## src/rtl/display_arbiter_if.sv

```systemverilog
// Source-side requests and driver-side outputs of the display arbiter.
interface display_arbiter_if #(
   parameter int NUM_SRC = 3
);
   logic [NUM_SRC-1:0]    req;
   logic [32*NUM_SRC-1:0] in_value;
   logic [NUM_SRC-1:0]    in_hex;
   logic [NUM_SRC-1:0]    in_error;
   logic [31:0]           value;
   logic                  show_in_hex;
   logic                  error;
   logic                  blank;
   logic [2:0]            owner;
   logic                  owner_valid;
   logic [NUM_SRC-1:0]    grant;

   modport master (
      output req, in_value, in_hex, in_error,
      input  value, show_in_hex, error, blank,
      input  owner, owner_valid, grant
   );

   modport slave (
      input  req, in_value, in_hex, in_error,
      output value, show_in_hex, error, blank,
      output owner, owner_valid, grant
   );
endinterface

```

## src/rtl/display_arbiter.sv

```systemverilog
// Shares one multiplexed display among NUM_SRC sources with settle/hold timing.
// Optional DISPLAY_ARBITER_ROUND_ROBIN_EN: round-robin non-error arbitration.
module display_arbiter #(
   parameter int NUM_SRC       = 3,
   parameter int SETTLE_CYCLES = 256,
   parameter int HOLD_CYCLES   = 25000000
) (
   input logic              clock,
   input logic              reset_n,
   display_arbiter_if.slave bus
);
   localparam int MAXC = (SETTLE_CYCLES > HOLD_CYCLES) ?
                         SETTLE_CYCLES : HOLD_CYCLES;
   localparam int CW = $clog2(MAXC) + 1;
   localparam logic [CW-1:0] SETTLE_LD = CW'(SETTLE_CYCLES - 1);
   localparam logic [CW-1:0] HOLD_LD   = CW'(HOLD_CYCLES - 1);

   typedef enum logic [1:0] {IDLE, SETTLE, HOLD, OPEN} state_t;

   state_t             state;
   logic [CW-1:0]      count;
   logic [2:0]         owner;
   logic               valid;
   logic [NUM_SRC-1:0] grant;
   logic [31:0]        value;
   logic               hex;
   logic               err;
   logic               blank;

   logic               owner_req;
   logic               owner_err;
   logic               err_hit;
   logic [2:0]         err_idx;
   logic               req_any;
   logic [2:0]         win_idx;
   logic               take;
   logic [2:0]         take_idx;
   logic [2:0]         sel_idx;
   logic               sel_req;
   logic [31:0]        sel_value;
   logic               sel_hex;
   logic               sel_err;
   logic [NUM_SRC-1:0] grant_nxt;

`ifdef DISPLAY_ARBITER_ROUND_ROBIN_EN
   logic [2:0]         rr_start;
`endif

   always_comb begin
      owner_req = 1'b0;
      owner_err = 1'b0;
      for (int i = 0; i < NUM_SRC; i++)
         if (valid && 3'(i) == owner) begin
            owner_req = bus.req[i];
            owner_err = bus.req[i] & bus.in_error[i];
         end

      // An error owner yields only to a lower-index error source.
      err_hit = 1'b0;
      err_idx = '0;
      for (int i = NUM_SRC - 1; i >= 0; i--)
         if (bus.req[i] && bus.in_error[i] &&
             !(valid && 3'(i) == owner) &&
             (!owner_err || 3'(i) < owner)) begin
            err_hit = 1'b1;
            err_idx = 3'(i);
         end

      req_any = |bus.req;
      win_idx = '0;
`ifdef DISPLAY_ARBITER_ROUND_ROBIN_EN
      for (int k = NUM_SRC - 1; k >= 0; k--)
         for (int i = 0; i < NUM_SRC; i++)
            if (bus.req[i] && ((int'(rr_start) + k) % NUM_SRC) == i)
               win_idx = 3'(i);
`else
      for (int i = NUM_SRC - 1; i >= 0; i--)
         if (bus.req[i])
            win_idx = 3'(i);
`endif

      take     = 1'b0;
      take_idx = win_idx;
      if (err_hit) begin
         take     = 1'b1;
         take_idx = err_idx;
      end else if (req_any && (state == IDLE ||
                   (state == OPEN && win_idx != owner))) begin
         take = 1'b1;
      end

      grant_nxt = '0;
      for (int i = 0; i < NUM_SRC; i++)
         grant_nxt[i] = take && (3'(i) == take_idx);

      sel_idx   = take ? take_idx : owner;
      sel_req   = 1'b0;
      sel_value = '0;
      sel_hex   = 1'b0;
      sel_err   = 1'b0;
      for (int i = 0; i < NUM_SRC; i++)
         if (3'(i) == sel_idx) begin
            sel_req   = bus.req[i] && (take || owner_req);
            sel_value = bus.in_value[32*i +: 32];
            sel_hex   = bus.in_hex[i];
            sel_err   = bus.in_error[i];
         end
   end

   always_ff @(posedge clock) begin
      if (!reset_n) begin
         state <= IDLE;
         count <= '0;
         owner <= '0;
         valid <= 1'b0;
         grant <= '0;
         value <= '0;
         hex   <= 1'b0;
         err   <= 1'b0;
         blank <= 1'b1;
`ifdef DISPLAY_ARBITER_ROUND_ROBIN_EN
         rr_start <= '0;
`endif
      end else begin
         grant <= grant_nxt;
         if (sel_req) begin
            value <= sel_value;
            hex   <= sel_hex;
            err   <= sel_err;
         end
         if (take) begin
            state <= SETTLE;
            count <= SETTLE_LD;
            owner <= take_idx;
            valid <= 1'b1;
            blank <= 1'b1;
`ifdef DISPLAY_ARBITER_ROUND_ROBIN_EN
            rr_start <= 3'((int'(take_idx) + 1) % NUM_SRC);
`endif
         end else begin
            unique case (state)
               IDLE: begin
                  blank <= 1'b1;
               end
               SETTLE: begin
                  if (count == '0) begin
                     state <= HOLD;
                     count <= HOLD_LD;
                     blank <= 1'b0;
                  end else begin
                     count <= count - 1'b1;
                  end
               end
               HOLD: begin
                  if (count == '0)
                     state <= OPEN;
                  else
                     count <= count - 1'b1;
               end
               OPEN: begin
                  if (!req_any) begin
                     state <= IDLE;
                     owner <= '0;
                     valid <= 1'b0;
                     blank <= 1'b1;
                  end
               end
            endcase
         end
      end
   end

   assign bus.value       = value;
   assign bus.show_in_hex = hex;
   assign bus.error       = err;
   assign bus.blank       = blank;
   assign bus.owner       = owner;
   assign bus.owner_valid = valid;
   assign bus.grant       = grant;
endmodule

```

## src/flat_wrapper.sv

```systemverilog
// flat-port wrapper written by rule: the top's interface ports become plain ports
module display_arbiter_flat 
#(
   parameter int NUM_SRC       = 3,
   parameter int SETTLE_CYCLES = 256,
   parameter int HOLD_CYCLES   = 25000000
)
  (clock, reset_n, bus_req, bus_in_value, bus_in_hex, bus_in_error, bus_value, bus_show_in_hex, bus_error, bus_blank, bus_owner, bus_owner_valid, bus_grant);
  display_arbiter_if #(.NUM_SRC(NUM_SRC)) bus_i ();
  input logic clock;
  input logic reset_n;
  input wire logic [$bits(bus_i.req)-1:0] bus_req;
  input wire logic [$bits(bus_i.in_value)-1:0] bus_in_value;
  input wire logic [$bits(bus_i.in_hex)-1:0] bus_in_hex;
  input wire logic [$bits(bus_i.in_error)-1:0] bus_in_error;
  output wire logic [$bits(bus_i.value)-1:0] bus_value;
  output wire logic [$bits(bus_i.show_in_hex)-1:0] bus_show_in_hex;
  output wire logic [$bits(bus_i.error)-1:0] bus_error;
  output wire logic [$bits(bus_i.blank)-1:0] bus_blank;
  output wire logic [$bits(bus_i.owner)-1:0] bus_owner;
  output wire logic [$bits(bus_i.owner_valid)-1:0] bus_owner_valid;
  output wire logic [$bits(bus_i.grant)-1:0] bus_grant;
  assign bus_i.req = bus_req;
  assign bus_i.in_value = bus_in_value;
  assign bus_i.in_hex = bus_in_hex;
  assign bus_i.in_error = bus_in_error;
  assign bus_value = bus_i.value;
  assign bus_show_in_hex = bus_i.show_in_hex;
  assign bus_error = bus_i.error;
  assign bus_blank = bus_i.blank;
  assign bus_owner = bus_i.owner;
  assign bus_owner_valid = bus_i.owner_valid;
  assign bus_grant = bus_i.grant;
  display_arbiter #(.NUM_SRC(NUM_SRC), .SETTLE_CYCLES(SETTLE_CYCLES), .HOLD_CYCLES(HOLD_CYCLES)) u_core (.clock(clock), .reset_n(reset_n), .bus(bus_i));
endmodule
```

## config.mk

```make
export PLATFORM = sky130hd
export DESIGN_NAME = display_arbiter_flat
export DESIGN_NICKNAME = d
export VERILOG_FILES = /design/src/rtl/display_arbiter_if.sv /design/src/rtl/display_arbiter.sv /design/src/flat_wrapper.sv
export SDC_FILE = /design/constraint.sdc
export NUM_CORES = 1
export LEC_CHECK = 0
export ABC_AREA = 1
export ABC_CLOCK_PERIOD_IN_PS = 2400
export CAP_MARGIN = 20
export CORE_AREA = 5 5 103 105
export DETAILED_ROUTE_END_ITERATION = 16
export DIE_AREA = 0 0 108 110
export HOLD_SLACK_MARGIN = 0.1
export PLACE_DENSITY = 0.8
export SETUP_SLACK_MARGIN = 0.4
export SLEW_MARGIN = 30
export SYNTH_ARGS = -nofsm -noshare
export SYNTH_HDL_FRONTEND = slang
export SYNTH_SLANG_ARGS = --single-unit
```

## constraint.sdc

```tcl
create_clock -name clock -period 2.4 [get_ports clock]
set_input_delay 0.36 -clock clock [delete_from_list [all_inputs] [get_ports clock]]
set_output_delay 0.36 -clock clock [all_outputs]
set_load 0.005 [all_outputs]
```

==> reports/results.tsv <==
metric	value	unit
Ys Warns	0	
commonest non-fill, non-tap cell in the layout	clkdlybuf4s50_1	
Startpoint Class	flip-flop	
# rows	36	
Syn Inst Count	661	
Slew Limit Fails	0	
status	completed	
Max Cap Viol	0	
Final period util	0.909	
via count	5495	
area delta synth->final	64.8	%
slowest stage delay, CP	380	ps
IO buf count	147	
Clock Latency Late Sink	350	ps
WL final	17300	um
fin crit period	2180	ps
routed len/inst	17.5	um
Top FF cell, synth	dfxtp_1	
Chip Height	110	um
Tot Pwr	4140	uW
largest net degree at the start of global routing	42	
first-pass GRT wire length	25400	um
xor and xnor area share after synthesis	0.0267	
total global routing overflow	0	
critical path arrival	2430	ps
sequential cell area	0.00140	sq mm
upper clock frequency limit	458	MHz
kind of critical path	reg2reg	
Avg Inst Size Synth	6.46	sq um
simple-gate share of the synthesized area	0.435	
first drt pass iteration count	13	
Total GRT Usage	0.268	
PD cells	589	mW/mm^2
Syn Nets	775	
highest-delay cell along the critical path	dfxtp_4	
clk buf depth	2	
Die Area	0.0119	sq mm
post-route ant nets	0	
Post-DP HPWL	11500	um
fraction of the mapped netlist area in compound gates	0.103	
post-synth cell types	42	
Die X	108	um
Hold Buf Count CTS	0	
Cell Chain, Critical Path	nor2_4, nand2_2, nand2_2, inv_2, a21oi_4, nand2_4, nor2_8, nand2_4, nand2_8, nor2_4, buf_12, buf_12, nand2_1, nand3_2, nor2_2, nor2_1	
mapped cell area	0.00427	sq mm
commonest non-fill, non-tap cells in the layout	clkdlybuf4s50_1, nor2_1, nand2_1	
Sink Count	69	
Initial Utilization	0.447	
final setup vio count	0	
Placer Congestion	0.977	
core box area	0.00955	sq mm
fill count	707	
fraction of layout cells with a size suffix above 1	0.223	
n_diodes	0	
P_leak	0.00308	uW
RSZ-0062 raised after global routing	true	
Setup Skew	9.86	ps
CTS Buf Count	9	
# DRC	0	
sequential share of the synthesized area	0.323	
Post-Synth Adder-Cell Area	0.0205	
clock root buffer master	clkbuf_8	
multiplexer share of the synthesized area	0	
num ports	149	
Max VDD drop	0.000308	V
worst hold slack	476	ps
crit end category	flip-flop	
EDFF count, synth	0	
ys async rst share	0	
worst-path maximum fanout	7	
vias per cell	5.57	
HP Class	reg2reg	
Worst-path clk slew	90	ps
vias in the first global route	5310	
initial antenna violation count	0	
Nets	962	
final hold vios	0	
CTS tree	done	
FF+latch count, synth	69	
Clock H-tree levels	3	
area of the multi-input gates	0.00291	sq mm
Critical Path RT	2650	ps
critical path buffer and inverter count	3	
DRT iter0 DRCs	387	
Crit path max-delay family	simple AND/OR/NAND/NOR gates	
largest family of logic cells by synthesized area	simple AND/OR/NAND/NOR gates	
-- worst paths after layout --
path                       startpoint                   to  slack [ps]  cells past startpoint
hold / removal       u_core.bus.blank     u_core.bus.blank         480                      2
setup / recovery  u_core.bus.owner[1]  u_core.bus.value[7]         220                     16
setup reg to reg  u_core.bus.owner[1]  u_core.bus.value[7]         220                     16
hold reg to reg      u_core.bus.blank     u_core.bus.blank         480                      2
-- registers in the layout, summed over array words and instances, names as in the netlist --
signal,cells
u_core.bus.owner_valid,1
u_core.bus.owner,2
u_core.bus.show_in_hex,1
u_core.bus.error,1
u_core.state,2
u_core.count,26
u_core.bus.grant,3
u_core.bus.value,32
u_core.bus.blank,1
-- through the flow --
stage	setup WS (ps)	setup TNS, ps	std cells	utilization	cell area [sq um]
5_1_grt	113	0	986	0.737	7040
4_1_cts	402	0	976	0.692	6610
2_1_floorplan	407	0	661	-	4270
6_report	217	0	986	0.737	7040
3_3_place_gp	-65.4	-827	942	0.636	6080
3_5_place_dp	-135	-3130	942	0.636	6080
-- per-layer routing --
metal | share of wire | vias to the layer above | GRT usage
met4 | 0.032 | 0 | 0.123
met5 | 0 | - | 0
li1 | - | 2571 | -
met1 | 0.37 | 2582 | 0.304
met3 | 0.092 | 51 | 0.0658
met2 | 0.51 | 291 | 0.475
-- layout make-up --
| class | instances | area share |
|---|---|---|
| Multi-Input combinational cell | 506 | 0.414 |
| Timing Repair Buffer | 209 | 0.309 |
| Sequential cell | 69 | 0.199 |
| Inverter | 53 | 0.0297 |
| Tap cell | 133 | 0.0236 |
| Clock buffer | 11 | 0.0201 |
| Clock inverter | 5 | 0.00516 |
-- worst reg2reg max path: stages (launching register included) --
cell     delay [ps]
dfxtp_4         380
nor2_4          170
nand2_2          80
nand2_2          80
inv_2            60
a21oi_4         170
nand2_4         110
nor2_8          160
nand2_4          90
nand2_8          90
nor2_4           60
buf_12          130
buf_12          140
nand2_1         100
nand3_2          80
nor2_2          120
nor2_1           60
-- kinds of logic after synthesis --
kind of cell,after synthesis
AO/OA/AOI/OAI,80
flip-flops,69
AND/OR/NAND/NOR,405
adder cells (fa/ha/maj),7
buffers and inverters,86
other,1
XOR/XNOR,13
-- cells in the mapped netlist, types with 2 or more instances --
cell type	count	share of area
ha_1	7	0.021
clkbuf_1	13	0.011
inv_2	4	0.0035
clkinv_1	2	0.0018
o21ai_1	9	0.011
buf_2	9	0.011
nor2_1	125	0.11
xnor2_1	7	0.014
xor2_1	6	0.012
a211oi_1	2	0.0035
nor3_1	4	0.0047
buf_4	8	0.014
nand4_1	38	0.056
inv_1	47	0.041
nand2_4	4	0.011
nand3b_1	3	0.0053
a31oi_1	3	0.0044
a21oi_1	20	0.023
nand2_2	3	0.0044
nor4_1	4	0.0059
buf_6	3	0.0079
dfxtp_1	69	0.32
nand2_1	123	0.11
nor2_2	2	0.0029
o21ai_0	38	0.045
nand3_1	92	0.11
-- power by group --
group	switching (uW)	internal [uW]	total, uW
Combinational	937	944	1880
Clock	472	404	876
Sequential	102	1290	1390
Total	1510	2630	4140
-- timing repair --
action	in CTS	in global routing
gates cloned	3	2
pin swaps	20	54
buffers inserted	15	8
setup endpoints to repair	62	64
gates resized for setup	56	88
No activity file was read; power rests on OpenSTA's default activity.
